File: src/rtl/jtag_ahb_dap_pkg.sv
// Shared types and constants for the JTAG-to-AHB debug access port.
package jtag_ahb_dap_pkg;

  typedef enum logic [3:0] {
    TLR, RTI,
    SEL_DR, CAP_DR, SH_DR, EX1_DR, PAUSE_DR, EX2_DR, UPD_DR,
    SEL_IR, CAP_IR, SH_IR, EX1_IR, PAUSE_IR, EX2_IR, UPD_IR
  } tap_state_t;

  typedef enum logic [1:0] {AHB_IDLE, AHB_ADDR, AHB_DATA} ahb_state_t;

  typedef enum logic [2:0] {
    DR_BYPASS, DR_IDCODE, DR_ADDR, DR_WDATA, DR_RDATA, DR_CSR
  } dr_sel_t;

  localparam logic [3:0] IR_BYPASS = 4'h0;
  localparam logic [3:0] IR_IDCODE = 4'h8;
  localparam logic [3:0] IR_ADDR   = 4'h4;
  localparam logic [3:0] IR_WDATA  = 4'hC;
  localparam logic [3:0] IR_RDATA  = 4'h2;
  localparam logic [3:0] IR_CSR    = 4'hA;

  localparam int CSR_AUTOINC  = 0;
  localparam int CSR_HSIZE_LO = 1;
  localparam int CSR_HSIZE_HI = 3;
  localparam int CSR_ERR      = 4;
  localparam int CSR_OVR      = 5;
  localparam int CSR_BUSY     = 6;

  localparam logic [1:0] HTRANS_IDLE   = 2'b00;
  localparam logic [1:0] HTRANS_NONSEQ = 2'b10;
  localparam logic [2:0] HSIZE_WORD    = 3'b010;

endpackage

File: src/rtl/jtag_ahb_dap_tap_fsm.sv
// IEEE 1149.1 TAP controller state machine.
module jtag_tap_fsm import jtag_ahb_dap_pkg::*; #(
  parameter int STATE_SIZE = 4
) (
  input  logic                  TCK,
  input  logic                  TRST_N,
  input  logic                  TMS,
  output logic [STATE_SIZE-1:0] o_state
);

  tap_state_t r_state;
  tap_state_t w_next;

  // TAP state register, TLR on reset
  always_ff @(posedge TCK or negedge TRST_N) begin
    if (!TRST_N) r_state <= TLR;
    else         r_state <= w_next;
  end

  // Standard TMS-driven next-state decode
  always_comb begin
    w_next = r_state;
    case (r_state)
      TLR:      w_next = TMS ? TLR      : RTI;
      RTI:      w_next = TMS ? SEL_DR   : RTI;
      SEL_DR:   w_next = TMS ? SEL_IR   : CAP_DR;
      CAP_DR:   w_next = TMS ? EX1_DR   : SH_DR;
      SH_DR:    w_next = TMS ? EX1_DR   : SH_DR;
      EX1_DR:   w_next = TMS ? UPD_DR   : PAUSE_DR;
      PAUSE_DR: w_next = TMS ? EX2_DR   : PAUSE_DR;
      EX2_DR:   w_next = TMS ? UPD_DR   : SH_DR;
      UPD_DR:   w_next = TMS ? SEL_DR   : RTI;
      SEL_IR:   w_next = TMS ? TLR      : CAP_IR;
      CAP_IR:   w_next = TMS ? EX1_IR   : SH_IR;
      SH_IR:    w_next = TMS ? EX1_IR   : SH_IR;
      EX1_IR:   w_next = TMS ? UPD_IR   : PAUSE_IR;
      PAUSE_IR: w_next = TMS ? EX2_IR   : PAUSE_IR;
      EX2_IR:   w_next = TMS ? UPD_IR   : SH_IR;
      UPD_IR:   w_next = TMS ? SEL_DR   : RTI;
      default:  w_next = TLR;
    endcase
  end

  assign o_state = STATE_SIZE'(r_state);

endmodule

File: src/rtl/jtag_ahb_dap.sv
// JTAG debug access port: TAP, IR/DR shifters, CSR and single-master AHB-Lite.
module jtag_ahb_dap import jtag_ahb_dap_pkg::*; #(
  parameter int          REGISTER_SIZE = 32,
  parameter int          ADDR_SIZE     = 32,
  parameter int          IR_SIZE       = 4,
  parameter int          STATE_SIZE    = 4,
  parameter logic [31:0] IDCODE_VALUE  = 32'h1000_0A5B
) (
  input  logic                     TCK,
  input  logic                     TRST_N,
  input  logic                     TMS,
  input  logic                     TDI,
  output logic                     TDO,
  input  logic                     HREADY,
  input  logic                     HRESP,
  input  logic [REGISTER_SIZE-1:0] HRDATA,
  output logic [ADDR_SIZE-1:0]     HADDR,
  output logic                     HWRITE,
  output logic [1:0]               HTRANS,
  output logic [2:0]               HSIZE,
  output logic [REGISTER_SIZE-1:0] HWDATA
);

  localparam int DR_W_AD = (ADDR_SIZE > REGISTER_SIZE) ? ADDR_SIZE : REGISTER_SIZE;
  localparam int DR_W    = (DR_W_AD > 32) ? DR_W_AD : 32;

  logic [STATE_SIZE-1:0]    w_state_bits;
  tap_state_t               w_state;
  logic [IR_SIZE-1:0]       r_ir, r_ir_sh;
  logic [DR_W-1:0]          r_dr_sh, w_dr_shift, w_dr_cap;
  dr_sel_t                  w_dr_sel;
  ahb_state_t               r_ahb, w_ahb_nxt;
  logic                     w_upd_dr, w_launch, w_busy, w_accept, w_drop, w_done, w_csr_upd;
  logic [ADDR_SIZE-1:0]     r_addr;
  logic [REGISTER_SIZE-1:0] r_wdata, r_hwdata, r_rdata;
  logic                     r_hwrite, r_autoinc, r_err, r_ovr, r_tdo;
  logic [2:0]               r_hsize;
  logic [7:0]               w_csr;

  jtag_tap_fsm #(.STATE_SIZE(STATE_SIZE)) u_tap (
    .TCK     (TCK),
    .TRST_N  (TRST_N),
    .TMS     (TMS),
    .o_state (w_state_bits)
  );

  assign w_state   = tap_state_t'(w_state_bits[3:0]);
  assign w_upd_dr  = (w_state == UPD_DR);
  assign w_busy    = (r_ahb != AHB_IDLE);
  assign w_launch  = w_upd_dr && ((w_dr_sel == DR_WDATA) || (w_dr_sel == DR_RDATA));
  assign w_accept  = w_launch && !w_busy;
  assign w_drop    = w_launch && w_busy;
  assign w_done    = (r_ahb == AHB_DATA) && HREADY;
  assign w_csr_upd = w_upd_dr && (w_dr_sel == DR_CSR);

  // Instruction decode; unrecognised codes fall through to BYPASS
  always_comb begin
    w_dr_sel = DR_BYPASS;
    case (r_ir)
      IR_SIZE'(IR_IDCODE): w_dr_sel = DR_IDCODE;
      IR_SIZE'(IR_ADDR):   w_dr_sel = DR_ADDR;
      IR_SIZE'(IR_WDATA):  w_dr_sel = DR_WDATA;
      IR_SIZE'(IR_RDATA):  w_dr_sel = DR_RDATA;
      IR_SIZE'(IR_CSR):    w_dr_sel = DR_CSR;
      default:             w_dr_sel = DR_BYPASS;
    endcase
  end

  // CSR view: busy is live, bit 7 reads zero
  always_comb begin
    w_csr                            = '0;
    w_csr[CSR_AUTOINC]               = r_autoinc;
    w_csr[CSR_HSIZE_HI:CSR_HSIZE_LO] = r_hsize;
    w_csr[CSR_ERR]                   = r_err;
    w_csr[CSR_OVR]                   = r_ovr;
    w_csr[CSR_BUSY]                  = w_busy;
  end

  // Capture value for the selected data register
  always_comb begin
    w_dr_cap = '0;
    case (w_dr_sel)
      DR_IDCODE: w_dr_cap = DR_W'(IDCODE_VALUE);
      DR_ADDR:   w_dr_cap = DR_W'(r_addr);
      DR_WDATA:  w_dr_cap = DR_W'(r_wdata);
      DR_RDATA:  w_dr_cap = DR_W'(r_rdata);
      DR_CSR:    w_dr_cap = DR_W'(w_csr);
      default:   w_dr_cap = '0;
    endcase
  end

  // Shift right; TDI enters at the MSB of the selected register's length
  always_comb begin
    w_dr_shift = r_dr_sh >> 1;
    case (w_dr_sel)
      DR_IDCODE:          w_dr_shift[31]              = TDI;
      DR_ADDR:            w_dr_shift[ADDR_SIZE-1]     = TDI;
      DR_WDATA, DR_RDATA: w_dr_shift[REGISTER_SIZE-1] = TDI;
      DR_CSR:             w_dr_shift[7]               = TDI;
      default:            w_dr_shift[0]               = TDI;
    endcase
  end

  // IR and DR shift chains (pure data path, no reset needed)
  always_ff @(posedge TCK) begin
    case (w_state)
      CAP_IR:  r_ir_sh <= IR_SIZE'(4'b0001);
      SH_IR:   r_ir_sh <= {TDI, r_ir_sh[IR_SIZE-1:1]};
      CAP_DR:  r_dr_sh <= w_dr_cap;
      SH_DR:   r_dr_sh <= w_dr_shift;
      default: ;
    endcase
  end

  // Instruction register: IDCODE in TLR, loaded on Update-IR
  always_ff @(posedge TCK or negedge TRST_N) begin
    if (!TRST_N)                r_ir <= IR_SIZE'(IR_IDCODE);
    else if (w_state == TLR)    r_ir <= IR_SIZE'(IR_IDCODE);
    else if (w_state == UPD_IR) r_ir <= r_ir_sh;
  end

  // TDO changes on the falling edge so it is stable at the probe's sample
  always_ff @(negedge TCK or negedge TRST_N) begin
    if (!TRST_N)               r_tdo <= 1'b0;
    else if (w_state == SH_DR) r_tdo <= r_dr_sh[0];
    else if (w_state == SH_IR) r_tdo <= r_ir_sh[0];
    else                       r_tdo <= 1'b0;
  end

  // AHB master state register
  always_ff @(posedge TCK or negedge TRST_N) begin
    if (!TRST_N) r_ahb <= AHB_IDLE;
    else         r_ahb <= w_ahb_nxt;
  end

  // AHB master next state: one address cycle, data phase until HREADY
  always_comb begin
    w_ahb_nxt = r_ahb;
    case (r_ahb)
      AHB_IDLE: if (w_accept) w_ahb_nxt = AHB_ADDR;
      AHB_ADDR: w_ahb_nxt = AHB_DATA;
      AHB_DATA: if (HREADY) w_ahb_nxt = AHB_IDLE;
      default:  w_ahb_nxt = AHB_IDLE;
    endcase
  end

  // Address, write/read data and direction; dropped launches touch nothing
  always_ff @(posedge TCK or negedge TRST_N) begin
    if (!TRST_N) begin
      r_addr   <= '0;
      r_wdata  <= '0;
      r_hwdata <= '0;
      r_hwrite <= 1'b0;
      r_rdata  <= '0;
    end else begin
      if (w_upd_dr && (w_dr_sel == DR_ADDR)) r_addr <= r_dr_sh[ADDR_SIZE-1:0];
      else if (w_done && r_autoinc)          r_addr <= r_addr + (ADDR_SIZE'(1) << r_hsize);
      if (w_accept) begin
        r_hwrite <= (w_dr_sel == DR_WDATA);
        if (w_dr_sel == DR_WDATA) r_wdata <= r_dr_sh[REGISTER_SIZE-1:0];
      end
      if ((r_ahb == AHB_ADDR) && r_hwrite) r_hwdata <= r_wdata;
      if (w_done && !r_hwrite)             r_rdata  <= HRDATA;
    end
  end

  // CSR fields; a same-cycle set beats a write-1-to-clear
  always_ff @(posedge TCK or negedge TRST_N) begin
    if (!TRST_N) begin
      r_autoinc <= 1'b0;
      r_hsize   <= HSIZE_WORD;
      r_err     <= 1'b0;
      r_ovr     <= 1'b0;
    end else begin
      if (w_csr_upd) begin
        r_autoinc <= r_dr_sh[CSR_AUTOINC];
        r_hsize   <= r_dr_sh[CSR_HSIZE_HI:CSR_HSIZE_LO];
      end
      if (w_done && HRESP)                  r_err <= 1'b1;
      else if (w_csr_upd && r_dr_sh[CSR_ERR]) r_err <= 1'b0;
      if (w_drop)                           r_ovr <= 1'b1;
      else if (w_csr_upd && r_dr_sh[CSR_OVR]) r_ovr <= 1'b0;
    end
  end

  assign TDO    = r_tdo;
  assign HADDR  = r_addr;
  assign HWRITE = r_hwrite;
  assign HTRANS = (r_ahb == AHB_ADDR) ? HTRANS_NONSEQ : HTRANS_IDLE;
  assign HSIZE  = r_hsize;
  assign HWDATA = r_hwdata;

endmodule

File: config.mk
export PLATFORM = sky130hd
export DESIGN_NAME = jtag_ahb_dap
export DESIGN_NICKNAME = d
export VERILOG_FILES = /design/src/rtl/jtag_ahb_dap_pkg.sv /design/src/rtl/jtag_ahb_dap_tap_fsm.sv /design/src/rtl/jtag_ahb_dap.sv
export SDC_FILE = /design/constraint.sdc
export NUM_CORES = 1
export LEC_CHECK = 0
export CORE_MARGIN = 1.5
export CORE_UTILIZATION = 50
export DETAILED_ROUTE_END_ITERATION = 12
export DONT_BUFFER_PORTS = 1
export GPL_ROUTABILITY_DRIVEN = 0
export GPL_TIMING_DRIVEN = 0
export PLACE_DENSITY = 0.64
export SLEW_MARGIN = 10
export SYNTH_ARGS = -nofsm -noshare
export SYNTH_HDL_FRONTEND = slang
export SYNTH_SLANG_ARGS = --single-unit
File: constraint.sdc
create_clock -name TCK -period 3.9 [get_ports TCK]
set_clock_uncertainty 0.05 [all_clocks]
set_input_delay 0.195 -clock TCK [delete_from_list [all_inputs] [get_ports TCK]]
set_output_delay 0.195 -clock TCK [all_outputs]
set_load 0.02 [all_outputs]
==> results of run 1 <==
==> worst max path at each step <==
stage                    endpoint  slack (ns)
global route        TDO$_DFF_NN0_        0.12
CTS                 TDO$_DFF_NN0_        0.24
detailed placement  TDO$_DFF_NN0_       -0.40
global placement    TDO$_DFF_NN0_       -0.39
floorplan           TDO$_DFF_NN0_        0.38
finish              TDO$_DFF_NN0_        0.22
==> cell usage in the layout (no fill, tap or decap), types with 6 or more instances in the layout <==
cell / netlist / routed
nor2b_1: 6 / 6
clkbuf_16: 0 / 17
nor2_1: 59 / 58
nand2_1: 64 / 64
a21oi_1: 57 / 57
dlygate4sd3_1: 0 / 36
edfxtp_1: 36 / 36
ha_1: 8 / 8
nand3_1: 18 / 18
nor3b_1: 6 / 6
and3_1: 12 / 12
a211oi_1: 8 / 8
a22oi_1: 11 / 11
o21ai_0: 27 / 27
xnor2_1: 22 / 22
buf_2: 23 / 23
o21ai_1: 8 / 8
clkbuf_1: 21 / 20
a31oi_1: 10 / 10
a222oi_1: 26 / 26
a2111oi_2: 7 / 7
mux2i_1: 7 / 7
dfrtp_1: 143 / 143
and2_1: 10 / 10
inv_1: 13 / 13
mux2_2: 96 / 96
==> through the flow <==
step / power (mW) / util / setup WS, ns / hold slack, ns
after floorplan: 4.82 / - / 0.381 / -0.151
after global placement: 5.39 / 0.532 / -0.389 / -0.146
after detailed placement: 5.54 / 0.534 / -0.400 / -0.147
after CTS: 7.29 / 0.589 / 0.240 / 0.00540
after global routing: 7.70 / 0.589 / 0.120 / 0.00191
final: 7.30 / 0.589 / 0.225 / 0.0117
==> synth_stat cells, types with 3 or more instances <==
| cell type | count |
|---|---|
| dfrtp_1 | 143 |
| mux2_2 | 96 |
| nand2_1 | 64 |
| nor2_1 | 59 |
| a21oi_1 | 57 |
| edfxtp_1 | 36 |
| o21ai_0 | 27 |
| a222oi_1 | 26 |
| buf_2 | 23 |
| xnor2_1 | 22 |
| clkbuf_1 | 21 |
| nand3_1 | 18 |
| inv_1 | 13 |
| and3_1 | 12 |
| a22oi_1 | 11 |
| a31oi_1 | 10 |
| and2_1 | 10 |
| a211oi_1 | 8 |
| ha_1 | 8 |
| o21ai_1 | 8 |
| a2111oi_2 | 7 |
| mux2i_1 | 7 |
| nor2b_1 | 6 |
| nor3b_1 | 6 |
| buf_1 | 5 |
| buf_4 | 5 |
| nand4_1 | 5 |
| nor3_1 | 5 |
| o22ai_1 | 4 |
| and3b_1 | 3 |
| and4_1 | 3 |
| buf_6 | 3 |
| mux2_1 | 3 |
| nand2b_1 | 3 |
| o211ai_1 | 3 |
| or3_1 | 3 |
==> area by class of cell <==
| type | instances | share of cell area |
|---|---|---|
| flip-flops and latches | 182 | 0.462 |
| multi-input cells | 533 | 0.382 |
| clock buffers | 19 | 0.0432 |
| repair buffers | 38 | 0.0405 |
| plain buffers | 57 | 0.0280 |
| well taps | 225 | 0.0275 |
| clock inverters | 13 | 0.0118 |
| inverters | 13 | 0.00476 |
==> cells by family (layout without fill, tap and decap cells) <==
logic type               after synthesis  count (layout)
buffers and inverters                 71             140
flip-flops                           182             182
adder cells (fa/ha/maj)                9               9
multiplexers                         106             106
other                                  1               1
AO/OA/AOI/OAI                        187             187
XOR/XNOR                              22              22
AND/OR/NAND/NOR                      208             208
==> worst reg2reg max path: stages, from the launching register on <==
cell and delay (ns):
dfrtp_1 0.32, clkbuf_1 0.35, or3_4 0.35, clkbuf_2 0.35
o21ai_1 0.12
==> sequential cells by signal, summed over array words and instances, names as in the netlist, 2 cells and up <==
signal and cells:
HADDR 32, HWDATA 32, r_dr_sh 32, r_rdata 32, r_wdata 32, r_ir 4, r_ir_sh 4, u_tap.o_state 4
HSIZE 3, r_ahb 2
==> metal layers <==
metal  GRT usage  share of wire  vias up
met5           0         0.0013        -
li1            -              -     3030
met1       0.363           0.41     3348
met2       0.416           0.46      337
met3      0.0870           0.10       46
met4      0.0877          0.022        4
==> report_power, final <==
| part | internal [mW] | switching (mW) | leakage [nW] |
|---|---|---|---|
| Sequential | 2.54 | 0.582 | 2.20 |
| Combinational | 1.03 | 1.47 | 1.96 |
| Clock | 0.904 | 0.772 | 0.276 |
==> what timing repair did <==
item,in CTS,in global routing
hold buffers,37,0
endpoints found under the hold margin,181,0
endpoints found under the setup margin,1,0
gates resized for setup,2,0
==> run metrics, run 1 <==
number of flops mapped to enable cells by yosys=36; routed wire length=approximately 24000 µm; # diodes=0; die area=18800 µm²; placed cells=1012; Vias=a little under 7000; HPWL Detailed=between 15000 and 20000 µm; Multi-input gate area=roughly 3900 µm²; FP Rows=48; fill cell count=about 1500; crit path DAT=between 1.5 and 2 ns; P&R area growth vs syn=14.2%; Syn Inst Count=approximately 790; power density over cell area=slightly above 700 nW/µm²; first-pass GRT wire length=about 38000 µm; Iter 0 DRT Violations=663; htree depth=4; # setup viols final=0; Post-CTS Setup Bufs=0; final hold vios=0; Setup TNS=0 ns; max cap viols=0; Async SR Flop Fraction=0.802; mux share of post-synthesis cell area=0.132; Reg-to-Reg Start=u_tap.o_state[0]$_DFF_PN0_; warnings from Yosys=0; Final Non-Filler Cells=approximately 1100; RSZ-0062 raised after global routing=false; Clock Latency Late Sink=between 0.4 and 0.5 ns; initial antenna violation count=2; CP top delay family=buffers and inverters; cts bufs inserted=17; crit path cell chain=clkbuf_1 -> or3_4 -> clkbuf_2 -> o21ai_1; Die Span Y=137 µm; Hold Path End=r_ahb[1]$_DFFE_PN0P_; Startpoint Class=flop; CP required=~2.1 ns; Synth Flop Type=dfrtp_1; Final nets=between 800 and 900; Initial DRT Pass Iterations=6; IO buf count=0; synth unique cells=70; run status=finished clean; # DRC=0; Synth area leaders=dfrtp_1 40%, edfxtp_1 12%, mux2_2 12%; hold_sp=HREADY; area leader, netlist=dfrtp_1; mapped cell area=8980 µm²; GR Util All Layers=0.270; Clock Sinks=~180; Crit-path slowest cell=clkbuf_1; worst hold path depth=2; Synth Net Count=approximately 830; Max VDD drop=approximately 420 µV; Post-Synth Simple-Gate Area=0.117; FF+latch area=about 4700 µm²; crit end category=flop; Cell Area, Placed=approximately 9300 µm²; Final ANT Viol Nets=0; RR Endpoint=TDO$_DFF_NN0_; die width=between 100 and 150 µm; CP max stage delay=0.35 ns; crit path from=u_tap.o_state[0]$_DFF_PN0_; Reg clk slew, reported paths=roughly 0.07 ns; Worst Reg-to-Reg Cells=4; largest net degree at the start of global routing=146; drt wl/cell=approximately 22 µm; Crit Path Class=flop to flop; Reg2Reg Setup Slack=roughly 0.22 ns; fin area=a little over 10000 µm²; Post-Synth Adder-Cell Area=0.0134; Yosys top cell area share=0.398; Crit Path Max Fanout=11; Worst Path Buf+Inv=2; Vias/cell=approximately 6.3; syn avg cell area=~11 µm²; I/O pins=about 110; slew margin rel.=0.496; global route total overflow=0; largest family of logic cells by synthesized area=compound AO/OA/AOI/OAI gates; vias in the first global route=between 6000 and 7000; Worst-Margin Slew=between 0.7 and 0.8 ns; P_leak=4.44 nW; Seq cells post-synth=182; Stages on worst setup path=4; Longest Clk Path Bufs=2; CTS tree=done; Seq/Total Area, Yosys=0.528; Pins Over Slew Limit=0; Initial Util=0.516; Compound-Gate Fraction of Synth Area=0.150; XOR/XNOR share of the synthesized area=0.0215; share of cells above drive strength 1=0.218; Core ar.=approximately 17000 µm²; CTS root buffer=clkbuf_16; hold crit path type=primary input to flop
(Power assumes the default switching activity.)
==> run 2: changes to the inputs <==
==> constraint.sdc (replaced) <==
create_clock -name TCK -period 4.09 [get_ports TCK]
set_clock_uncertainty 0.05 [all_clocks]
set_input_delay 0.2045 -clock TCK [delete_from_list [all_inputs] [get_ports TCK]]
set_output_delay 0.2045 -clock TCK [all_outputs]
set_load 0.02 [all_outputs]
==> run 2 against run 1 <==
Against the previous run:
- hold slack better by 0.015 ns
- sequential power down 4%
- largest power group unchanged
- first-iteration DRC count up 4.5%
- cell area unchanged
- worst setup slack better by 0.092 ns
- clock power down 5%
==> run metrics, run 2 (synthesis results as in run 1) <==
CTS root buffer=clkbuf_16; Reg clk slew, reported paths=~0.070 ns; fin area=a little over 10000 µm²; Vias=6710; power density over cell area=between 600 and 700 nW/µm²; Clock Sinks=roughly 180; Final ANT Viol Nets=0; slew margin rel.=0.498; most frequent cells in the layout=143 x dfrtp_1, 96 x mux2_2, 64 x nand2_1; routed wire length=about 24000 µm; run status=finished clean; Critical Path Sink=TDO$_DFF_NN0_; Initial DRT Pass Iterations=7; largest net degree at the start of global routing=about 150; Crit Path Max Fanout=11; P&R area growth vs syn=14.2%; P_leak=about 4.4 nW; Core ar.=17400 µm²; crit end category=flop; Die Span Y=137 µm; Crit Path Class=flop to flop; crit path DAT=roughly 1.9 ns; # diodes=0; crit path from=u_tap.o_state[0]$_DFF_PN0_; initial antenna violation count=2; Max VDD drop=about 410 µV; RSZ-0062 raised after global routing=false; global route total overflow=0; most common library cell in the layout ignoring fill and taps=dfrtp_1; placed cells=1012; Vias/cell=~6.2; Reg-to-Reg Start=u_tap.o_state[0]$_DFF_PN0_; RR Endpoint=TDO$_DFF_NN0_; Reg2Reg Setup Slack=between 0.3 and 0.4 ns; Worst Reg-to-Reg Cells=4; CP required=approximately 2.2 ns; die area=roughly 19000 µm²; GR Util All Layers=0.270; Worst-Margin Slew=0.753 ns; CTS tree=done; Final Non-Filler Cells=between 1000 and 1500; die width=roughly 140 µm; Longest Clk Path Bufs=2; Initial Util=0.516; Clock Latency Late Sink=~0.43 ns; htree depth=4; HPWL Detailed=about 17000 µm; # setup viols final=0; Iter 0 DRT Violations=approximately 690; hold crit path type=primary input to flop; first-pass GRT wire length=between 30000 and 40000 µm; FP Rows=48; max cap viols=0; # DRC=0; vias in the first global route=between 6000 and 7000; Startpoint Class=flop; Final nets=a little under 900; drt wl/cell=22.3 µm; IO buf count=0; I/O pins=109; Cell Area, Placed=a little over 9000 µm²; cts bufs inserted=17; final hold vios=0; share of cells above drive strength 1=0.218; Pins Over Slew Limit=0; Post-CTS Setup Bufs=0
-- run 2: cell counts in the layout (fill, tap and decap cells not counted) --
Identical to the previous run, type by type.
-- run 2: timing repair --
action,4_1_cts,5_1_grt
setup endpoints to repair,1,1
endpoints found under the hold margin,180,0
resized for setup,1,1
hold buffers,37,0
-- run 2: how the worst min path moves through the flow --
stage,start,endpoint,slack [ns],depth (start not counted)
CTS,TDI,r_dr_sh[0]$_DFFE_PP_,0.007,2
detailed placement,TRST_N,HWDATA[2]$_DFFE_PN0P_,-0.14,0
finish,TDI,r_dr_sh[0]$_DFFE_PP_,0.03,2
global route,TDI,r_dr_sh[7]$_DFFE_PP_,0.01,2
floorplan,TRST_N,HADDR[0]$_DFFE_PN0P_,-0.14,0
global placement,TRST_N,HWDATA[2]$_DFFE_PN0P_,-0.14,0
-- run 2: through the flow --
step                      setup slack [ns]  utilization  power [mW]  hold slack (ns)  TNS (ns)
final                                0.317        0.589        6.95           0.0265         0
after detailed placement            -0.305        0.534        5.28           -0.138    -0.305
after global routing                 0.215        0.589        7.34           0.0117         0
after floorplan                      0.476            -        4.59           -0.141         0
after CTS                           0.0316        0.588        6.94          0.00688         0
after global placement              -0.294        0.532        5.14           -0.136    -0.294
-- run 2: cell type report --
class / instances / area [µm²]
Clock inverter: 13 / 121
Tap cell: 225 / 282
Clock buffer: 19 / 443
Fill cell: 1530 / 7170
Timing Repair Buffer: 38 / 415
Inverter: 13 / 48.8
Buffer: 57 / 287
Sequential cell: 182 / 4740
Multi-Input combinational cell: 533 / 3920
-- run 2: power by group --
part	internal (mW)	switching [mW]	leakage [nW]	total, mW
Sequential	2.42	0.554	2.20	2.98
Combinational	0.986	1.40	1.96	2.38
Clock	0.862	0.725	0.276	1.59
Total	4.27	2.68	4.44	6.95
-- run 2: layer usage --
metal	vias up	global-route usage	share of wire
li1	3020	-	-
met1	3369	0.362	0.42
met2	280	0.416	0.47
met3	37	0.0870	0.092
met4	4	0.0877	0.021
met5	-	0	0.0013
-- run 2: worst max-delay path: stages (launching register included) --
cell and delay (ns):
dfrtp_1 0.32, clkbuf_1 0.35, or3_4 0.35, clkbuf_2 0.34, o21ai_1 0.11
==> run 3: changes to the inputs <==
--- a/config.mk
+++ b/config.mk
@@ -12,6 +12,7 @@
 export GPL_ROUTABILITY_DRIVEN = 0
 export GPL_TIMING_DRIVEN = 0
 export PLACE_DENSITY = 0.64
+export REMOVE_ABC_BUFFERS = 1
 export SLEW_MARGIN = 10
 export SYNTH_ARGS = -nofsm -noshare
 export SYNTH_HDL_FRONTEND = slang
==> constraint.sdc (replaced) <==
create_clock -name TCK -period 4.09 [get_ports TCK]
set_clock_uncertainty 0.05 [all_clocks]
set_input_delay 1.0225 -clock TCK [delete_from_list [all_inputs] [get_ports TCK]]
set_output_delay 1.0225 -clock TCK [all_outputs]
set_load 0.02 [all_outputs]
==> run 3 against run 2 <==
Against the previous run:
- clock-buffer cell count did not move
- register-to-register slack worse by 0.11 ns
- clock power hardly changed
- die area did not move
- via count shrank 5.9%
- power decreased by 2.5%
- flip-flop and latch count unchanged
- critical path depth fell by 4
- cell area shrank 4.9%
- critical endpoint is now TDO
- non-clock buffer count down 86
- worst setup slack got worse by 0.25 ns
- first-iteration DRC count increased by 5.6%
==> run metrics, run 3 (synthesis results as in run 1) <==
run status=finished clean; Max VDD drop=roughly 340 µV; RSZ-0062 raised after global routing=false; routed wire length=between 20000 and 25000 µm; Multi-input gate area=between 3000 and 4000 µm²; Crit Path Max Fanout=1; CP required=slightly above 3 ns; final worst slack=0.0698 ns; Final ANT Viol Nets=0; crit end category=output port; Fin Hold WS=between 0.2 and 0.25 ns; Setup TNS=0 ns; vias in the first global route=~6300; die area=about 19000 µm²; Crit Path Class=flop to output port; FF+latch area=between 4000 and 5000 µm²; CTS root buffer=clkbuf_16; FP Rows=48; Startpoint Class=flop; die width=approximately 140 µm; slew margin rel.=0.255; cts bufs inserted=17; Vias=~6300; max cap viols=0; GR Util All Layers=0.246; total power=around 6.8 mW; most frequent cells in the layout=143 x dfrtp_1, 96 x mux2_2, 63 x nand2_1; Clock Latency Late Sink=~0.44 ns; Initial Util=0.516; share of cells above drive strength 1=0.212; P_leak=roughly 4.1 nW; crit path DAT=around 3 ns; CTS resizes=0; first-pass GRT wire length=35000 µm; DP Worst Slack=just over 0.08 ns; power density over cell area=695 nW/µm²; largest net degree at the start of global routing=around 150; hold crit path type=primary input to async pin; Vias/cell=approximately 6.3; # setup viols final=0; CTS tree=done; Initial DRT Pass Iterations=6; Reg clk slew, reported paths=~0.070 ns; initial antenna violation count=1; Longest Clk Path Bufs=2; final hold vios=0; Clock Sinks=~180; P&R area growth vs syn=8.57%; Pins Over Slew Limit=0; I/O pins=approximately 110; HPWL Detailed=14600 µm; drt wl/cell=approximately 22 µm; Final nets=roughly 800; fill cell count=roughly 1500; Worst-Margin Slew=roughly 1.1 ns; Die Span Y=~140 µm; Post-CTS Setup Bufs=0; htree depth=4; global route total overflow=0; IO buf count=0; most common library cell in the layout ignoring fill and taps=dfrtp_1; Iter 0 DRT Violations=732; Core ar.=approximately 17000 µm²; # DRC=0; Hold Buf Count CTS=0
==> run 3: stage by stage <==
stage / cell area (µm²) / util / instances
6_report: 9750 / 0.560 / 995
5_1_grt: 9750 / 0.560 / 994
4_1_cts: 9740 / 0.559 / 994
3_5_place_dp: 9170 / 0.526 / 962
3_3_place_gp: 8970 / 0.515 / 953
2_1_floorplan: 8690 / - / 728
==> run 3: cell type report <==
class,count,share of cell area
Timing Repair Buffer,9,0.0176
Sequential cell,182,0.486
Tap cell,225,0.0289
Clock buffer,19,0.0454
Inverter,13,0.00501
Multi-Input combinational cell,533,0.403
Antenna cell,1,0.000257
Clock inverter,13,0.0135
==> run 3: metal layers <==
metal | global-route usage | vias up | share of wire
met5 | 0 | - | 0
met1 | 0.310 | 3197 | 0.42
met3 | 0.0715 | 34 | 0.071
met2 | 0.405 | 232 | 0.49
li1 | - | 2848 | -
met4 | 0.0871 | 0 | 0.018
==> run 3: power by group <==
| group | switching (mW) | total (mW) | internal [mW] | leakage, nW |
|---|---|---|---|---|
| clock | 0.703 | 1.61 | 0.910 | 0.264 |
| combinational | 1.14 | 2.03 | 0.893 | 1.68 |
| sequential | 0.712 | 3.13 | 2.42 | 2.20 |
==> run 3: path summary, 6_finish.rpt <==
| check | startpoint | to | slack (ns) | depth (start not counted) |
|---|---|---|---|---|
| max | TDO$_DFF_NN0_ | TDO | 0.07 | 0 |
| min | TRST_N | HADDR[6]$_DFFE_PN0P_ | 0.23 | 0 |
| max reg2reg | u_tap.o_state[1]$_DFF_PN0_ | TDO$_DFF_NN0_ | 0.21 | 4 |
| min reg2reg | r_rdata[3]$_DFFE_PN0P_ | r_rdata[3]$_DFFE_PN0P_ | 0.45 | 1 |
| max in group asynchronous | TRST_N | TDO$_DFF_NN0_ | 1.63 | 0 |
| min in group TCK | r_rdata[3]$_DFFE_PN0P_ | r_rdata[3]$_DFFE_PN0P_ | 0.45 | 1 |
